<file path="config.mk">
export PLATFORM = sky130hd
export DESIGN_NAME = uart_tx_fifo
export DESIGN_NICKNAME = d
export VERILOG_FILES = /design/src/rtl/uart_tx_fifo.sv
export SDC_FILE = /design/constraint.sdc
export NUM_CORES = 1
export LEC_CHECK = 0
export ABC_AREA = 1
export CORE_MARGIN = 2
export CORE_UTILIZATION = 54
export DETAILED_ROUTE_END_ITERATION = 16
export GPL_ROUTABILITY_DRIVEN = 1
export HOLD_SLACK_MARGIN = 0.1
export PLACE_DENSITY = 0.77
export RECOVER_POWER = 25
export SKIP_LAST_GASP = 1
export SLEW_MARGIN = 20
export SYNTH_ARGS = -nofsm -noshare
export SYNTH_HDL_FRONTEND = slang
export SYNTH_SLANG_ARGS = --single-unit
</file>
<file path="constraint.sdc">
create_clock -name clk -period 2.2 [get_ports clk]
set_clock_uncertainty 0.15 [all_clocks]
set_input_delay 0.22 -clock clk [delete_from_list [all_inputs] [get_ports clk]]
set_output_delay 0.22 -clock clk [all_outputs]
set_load 0.02 [all_outputs]
</file>
<file path="src/rtl/uart_tx_fifo.sv">
// Transmit byte FIFO feeding a UART transmitter one frame at a time via send_request/tx_busy/tx_done.
// Optional synchronous FIFO clear via the flush port when UART_TX_FIFO_FLUSH_EN is defined.
module uart_tx_fifo #(
    parameter int DATA_BITS = 8,
    parameter int DEPTH     = 16
) (
    input  logic                       clk,
    input  logic                       reset,
    input  logic                       wr_en,
    input  logic [DATA_BITS-1:0]       wr_data,
    output logic                       wr_ready,
    output logic [$clog2(DEPTH):0]     level,
    output logic                       overflow,
    output logic                       drained,
    output logic                       send_request,
    output logic [DATA_BITS-1:0]       tx_data,
    input  logic                       tx_busy,
    input  logic                       tx_done
`ifdef UART_TX_FIFO_FLUSH_EN
    ,
    input  logic                       flush
`endif
);

    localparam int AW = $clog2(DEPTH);
    localparam int LW = AW + 1;

    typedef enum logic [1:0] {
        S_IDLE      = 2'd0,
        S_WAIT_BUSY = 2'd1,
        S_WAIT_DONE = 2'd2
    } state_t;

    state_t                state_q, state_d;
    logic [AW-1:0]         rd_ptr_q, rd_ptr_d;
    logic [AW-1:0]         wr_ptr_q, wr_ptr_d;
    logic [LW-1:0]         level_q, level_d;
    logic                  overflow_q, overflow_d;
    logic                  send_request_q, send_request_d;
    logic [DATA_BITS-1:0]  tx_data_q, tx_data_d;
    logic [DATA_BITS-1:0]  mem_q [DEPTH];

    logic                  flush_s;
    logic                  full_s;
    logic                  wr_accept_s;
    logic                  pop_s;

`ifdef UART_TX_FIFO_FLUSH_EN
    assign flush_s = flush;
`else
    assign flush_s = 1'b0;
`endif

    assign full_s      = (level_q == LW'(DEPTH));
    assign wr_accept_s = wr_en && !full_s && !flush_s;

    assign wr_ready     = !full_s;
    assign drained      = (level_q == {LW{1'b0}}) && (state_q == S_IDLE);
    assign level        = level_q;
    assign overflow     = overflow_q;
    assign send_request = send_request_q;
    assign tx_data      = tx_data_q;

    // Launch FSM: one outstanding frame; tx_done ends it whether or not busy was seen.
    always_comb begin
        state_d        = state_q;
        send_request_d = 1'b0;
        tx_data_d      = tx_data_q;
        pop_s          = 1'b0;
        case (state_q)
            S_IDLE: begin
                if ((level_q != {LW{1'b0}}) && !tx_busy && !flush_s) begin
                    pop_s          = 1'b1;
                    tx_data_d      = mem_q[rd_ptr_q];
                    send_request_d = 1'b1;
                    state_d        = S_WAIT_BUSY;
                end else begin
                    state_d = S_IDLE;
                end
            end
            S_WAIT_BUSY: begin
                if (tx_done) begin
                    state_d = S_IDLE;
                end else if (tx_busy) begin
                    state_d = S_WAIT_DONE;
                end else begin
                    state_d = S_WAIT_BUSY;
                end
            end
            S_WAIT_DONE: begin
                if (tx_done) begin
                    state_d = S_IDLE;
                end else begin
                    state_d = S_WAIT_DONE;
                end
            end
            default: begin
                state_d = S_IDLE;
            end
        endcase
    end

    // FIFO pointer, occupancy and sticky overflow next-state.
    always_comb begin
        rd_ptr_d   = rd_ptr_q;
        wr_ptr_d   = wr_ptr_q;
        level_d    = level_q;
        overflow_d = overflow_q | (wr_en && full_s && !flush_s);
        if (flush_s) begin
            rd_ptr_d = {AW{1'b0}};
            wr_ptr_d = {AW{1'b0}};
            level_d  = {LW{1'b0}};
        end else begin
            if (pop_s) begin
                rd_ptr_d = rd_ptr_q + AW'(1);
            end else begin
                rd_ptr_d = rd_ptr_q;
            end
            if (wr_accept_s) begin
                wr_ptr_d = wr_ptr_q + AW'(1);
            end else begin
                wr_ptr_d = wr_ptr_q;
            end
            case ({wr_accept_s, pop_s})
                2'b10:   level_d = level_q + LW'(1);
                2'b01:   level_d = level_q - LW'(1);
                default: level_d = level_q;
            endcase
        end
    end

    // Control and output registers.
    always_ff @(posedge clk or posedge reset) begin
        if (reset) begin
            state_q        <= S_IDLE;
            rd_ptr_q       <= {AW{1'b0}};
            wr_ptr_q       <= {AW{1'b0}};
            level_q        <= {LW{1'b0}};
            overflow_q     <= 1'b0;
            send_request_q <= 1'b0;
            tx_data_q      <= {DATA_BITS{1'b0}};
        end else begin
            state_q        <= state_d;
            rd_ptr_q       <= rd_ptr_d;
            wr_ptr_q       <= wr_ptr_d;
            level_q        <= level_d;
            overflow_q     <= overflow_d;
            send_request_q <= send_request_d;
            tx_data_q      <= tx_data_d;
        end
    end

    // Storage array; contents are only meaningful between the pointers, so no reset.
    always_ff @(posedge clk) begin
        if (wr_accept_s) begin
            mem_q[wr_ptr_q] <= wr_data;
        end
    end

endmodule

</file>
==> metrics.md <==
| Metric | Value |
|---|---|
| Status | complete, but fails checks |
| Failing checks | negative setup slack |
| WL per Instance | 16.8 um |
| Syn Area/Cell | 9.92 um^2 |
| Post-Syn Area | a little under 7000 um^2 |
| Crit end category | register |
| Total Wirelength | around 16 mm |
| Max cap viols | 0 |
| Largest net degree at the start of global routing | 44 |
| R2R Path Start | level[3] |
| First-pass GRT wire length | around 25 mm |
| Leakage | 3.63 nW |
| Worst VDD drop | approximately 0.00070 V |
| Sw Pwr | around 4.1 mW |
| RSZ-0062 raised after global routing | true |
| Overall power | ~11 mW |
| Largest cells by area after synthesis | edfxtp_1 56%, nand2_1 13%, dfrtp_1 9.1%, nand3_1 7.4%, inv_1 3.8% |
| Worst slew pin tran | roughly 800 ps |
| Switch share | 37.9% |
| Die height | around 120 um |
| Number of enable flip-flop cells after synthesis | between 100 and 150 |
| Hold Crit Class | input pin to register |
| Fill cells | approximately 930 |
| Tot GR Track Use | 25.2% |
| Reg2reg end | level[2] |
| Reg clk slew, reported paths | 60 ps |
| Ant diodes | 0 |
| Slowest CP cell | dfrtp_2 |
| Crit-path max FO | 3 |
| CP startpoint kind | register |
| H-tree levels | 4 |
| Worst Path Required | between 2000 and 2500 ps |
| Die span in x | between 100 and 150 um |
| Crit path cell chain | nor4_4 -> buf_4 -> nand2_4 -> nand2_4 -> inv_4 -> ha_4 -> xor2_4 -> ha_2 -> inv_2 -> nand2_2 -> buf_6 -> a21oi_2 -> o21ai_1 -> o21ai_1 |
| CTS buffer count | 17 |
| Area leader, netlist | edfxtp_1 |
| Combinational share of power | between 30% and 40% |
| Cells after synthesis | a little under 700 |
| CP Data Arrival Time | ~2600 ps |
| Most used DFF post-synth | edfxtp_1 |
| Most common cell after layout, fill and taps aside | nand2_1 |
| Clock power share | 26.3% |
| Async SR Flop Fraction | between 10% and 20% |
| Fin crit share | 108% |
| Register area share after synthesis | 65.0% |
| Full die area | approximately 14,000 um^2 |
| Final nets | between 700 and 800 |
| Via density | ~5.3 |
| Detailed Place HPWL | between 10 and 15 mm |
| Vias in the first global route | roughly 4,800 |
| Max Buffers Root-to-Sink | 2 |
| Crit Path Class | register to register |
| Max-slew violations | 0 |
| Synth warn | 0 |
| Starting Density | between 50% and 60% |
| Max incr delay on CP | about 430 ps |
| Max-slew headroom at the worst pin | 45.3% |
| Post-layout min period | between 2000 and 2500 ps |
| Layout area overhead | 20.9% |
| Seq pwr share | between 30% and 40% |
| Final Hold Viols | 0 |
| Final worst setup slack | -169 ps |
| GPL Wtd Cong | between 0.8 and 0.9 |
| Post-synth top area share | ~56% |
| Reg2reg path depth | 14 |
| Commonest cells after routing, fill and taps aside | 232 x nand2_1, 128 x edfxtp_1, 101 x nand3_1, 69 x inv_1, 51 x inv_2 |
| CTS tree | done |
| Hold depth | 2 |
| FMAX | 0.422 GHz |
| Synthesized flop and latch total | approximately 150 |
| Final setup fails | 3 |
| 1st-iter DRT viols | just over 500 |
| I/O Pins | 30 |
| Int Pwr | around 6.8 mW |
| Gr ovfl total | 0 |
| Site row count | 41 |
| Pre-CTS setup slack | -259 ps |
| Fin Setup TNS | -458 ps |
| Initial antenna violation count | 0 |
| Power density cells | 1320 nW/um^2 |
| Netlist cell types | 27 |
| Layout cells sized above 1 | just over 20% |
| Root buf cell | clkbuf_16 |
| HP Start | tx_done |
| Via count | around 5,000 |
| Worst Hold Path EP | state_q[1] |
| Clk Latency, worst-skew pair | 430 ps |
| Port buffer count | 29 |
| CTS Sinks | about 150 |
| 1st-pass router iterations | 5 |
| Fin util | between 60% and 70% |
| # DRC | 0 |
| Number of nets still failing antenna checks after routing | 0 |
| Flop-to-flop setup slack | -170 ps |
| Syn nets | roughly 700 |
| Core Region | 12,500 um^2 |
-- per-layer routing --
layer / global-route usage [%] / share of wire (%)
met5: 0 / 0
met4: 10.7 / 2.5
met3: 5.77 / 8.6
met2: 40.5 / 48
met1: 33.5 / 41
-- area by class of cell --
cell class                 instances  area [um^2]  area share, %
clock buffer                      17          425           5.12
clock inverter                    15          163           1.96
inverter                         122          462           5.55
multi-input combinational        389         1930           23.2
sequential                       153         4470           53.8
tap                              172          215           2.59
timing repair buffer              73          646           7.77
-- flip-flops by register name, indices dropped and copies added (netlist names) --
| signal | count |
|---|---|
| state_q | 2 |
| wr_ptr_q | 4 |
| mem_q | 128 |
| tx_data | 8 |
| level | 5 |
| send_request | 1 |
| overflow | 1 |
| rd_ptr_q | 4 |
-- per-stage QoR --
stage | hold WS (ps) | cell area, um^2 | cells
floorplan | 97.2 | 6900 | 693
CTS | 216 | 8270 | 940
detailed placement | 315 | 7530 | 900
finish | 227 | 8310 | 941
global placement | 301 | 7530 | 900
global route | 235 | 8310 | 941
-- cell usage after synthesis, types with 2 or more instances --
cell,instances
nor3_1,17
buf_6,2
buf_1,2
nor2_1,4
dfrtp_1,25
xor2_1,5
inv_1,70
o21ai_1,3
nand2_2,3
xnor2_1,3
nand3_1,102
ha_1,9
inv_2,51
clkbuf_1,5
buf_4,7
buf_2,13
nand2_1,235
edfxtp_1,128
-- cell families (layout without fill, tap and decap cells) --
family / Yosys count / count (layout) / synth area share (%)
xor gates and xnor gates: 8 / 8 / 1.02
AOI/OAI and AO/OA: 9 / 9 / 0.819
DFF: 153 / 153 / 65.0
buffers and inverters: 151 / 227 / 9.10
and+or+nand+nor: 363 / 363 / 22.4
adders and majority gates: 9 / 9 / 1.64
-- how the worst max path moves through the flow --
stage                     slack, ps  startpoint  depth (start not counted)        to
final                          -170    level[3]                         14  level[2]
after detailed placement       -260    level[3]                         13  level[4]
after global routing           -310    level[3]                         15  level[4]
after global placement         -190    level[3]                         13  level[4]
after floorplan                -240    level[3]                         14  level[4]
after CTS                      -130    level[2]                         14  level[2]
-- power groups by stage --
stage               combinational, mW  clock (mW)  sequential [mW]
global route                     4.66        3.03             3.85
CTS                              4.09        2.92             3.82
finish                           4.26        2.89             3.81
floorplan                        2.33           0             4.00
detailed placement               3.90           0             3.87
global placement                 3.78           0             3.85
-- what timing repair did --
item                                    4_1_cts  5_1_grt
endpoints found under the setup margin       49       45
pin swaps                                    11        1
resized for setup                            24       13
hold endpoints to repair                     25        0
hold buffers                                  1        0
cloned                                        0        0
setup buffers                                 7        1
-- critical path, delay by kind of cell, from the launching register on --
| kind | cells | cell delay (ps) |
|---|---|---|
| AOI/OAI and AO/OA | 3 | 290 |
| and+or+nand+nor | 4 | 490 |
| buffers and inverters | 4 | 390 |
| DFF | 1 | 430 |
| xor gates and xnor gates | 1 | 160 |
| adders and majority gates | 2 | 390 |
(Power assumes the default switching activity.)
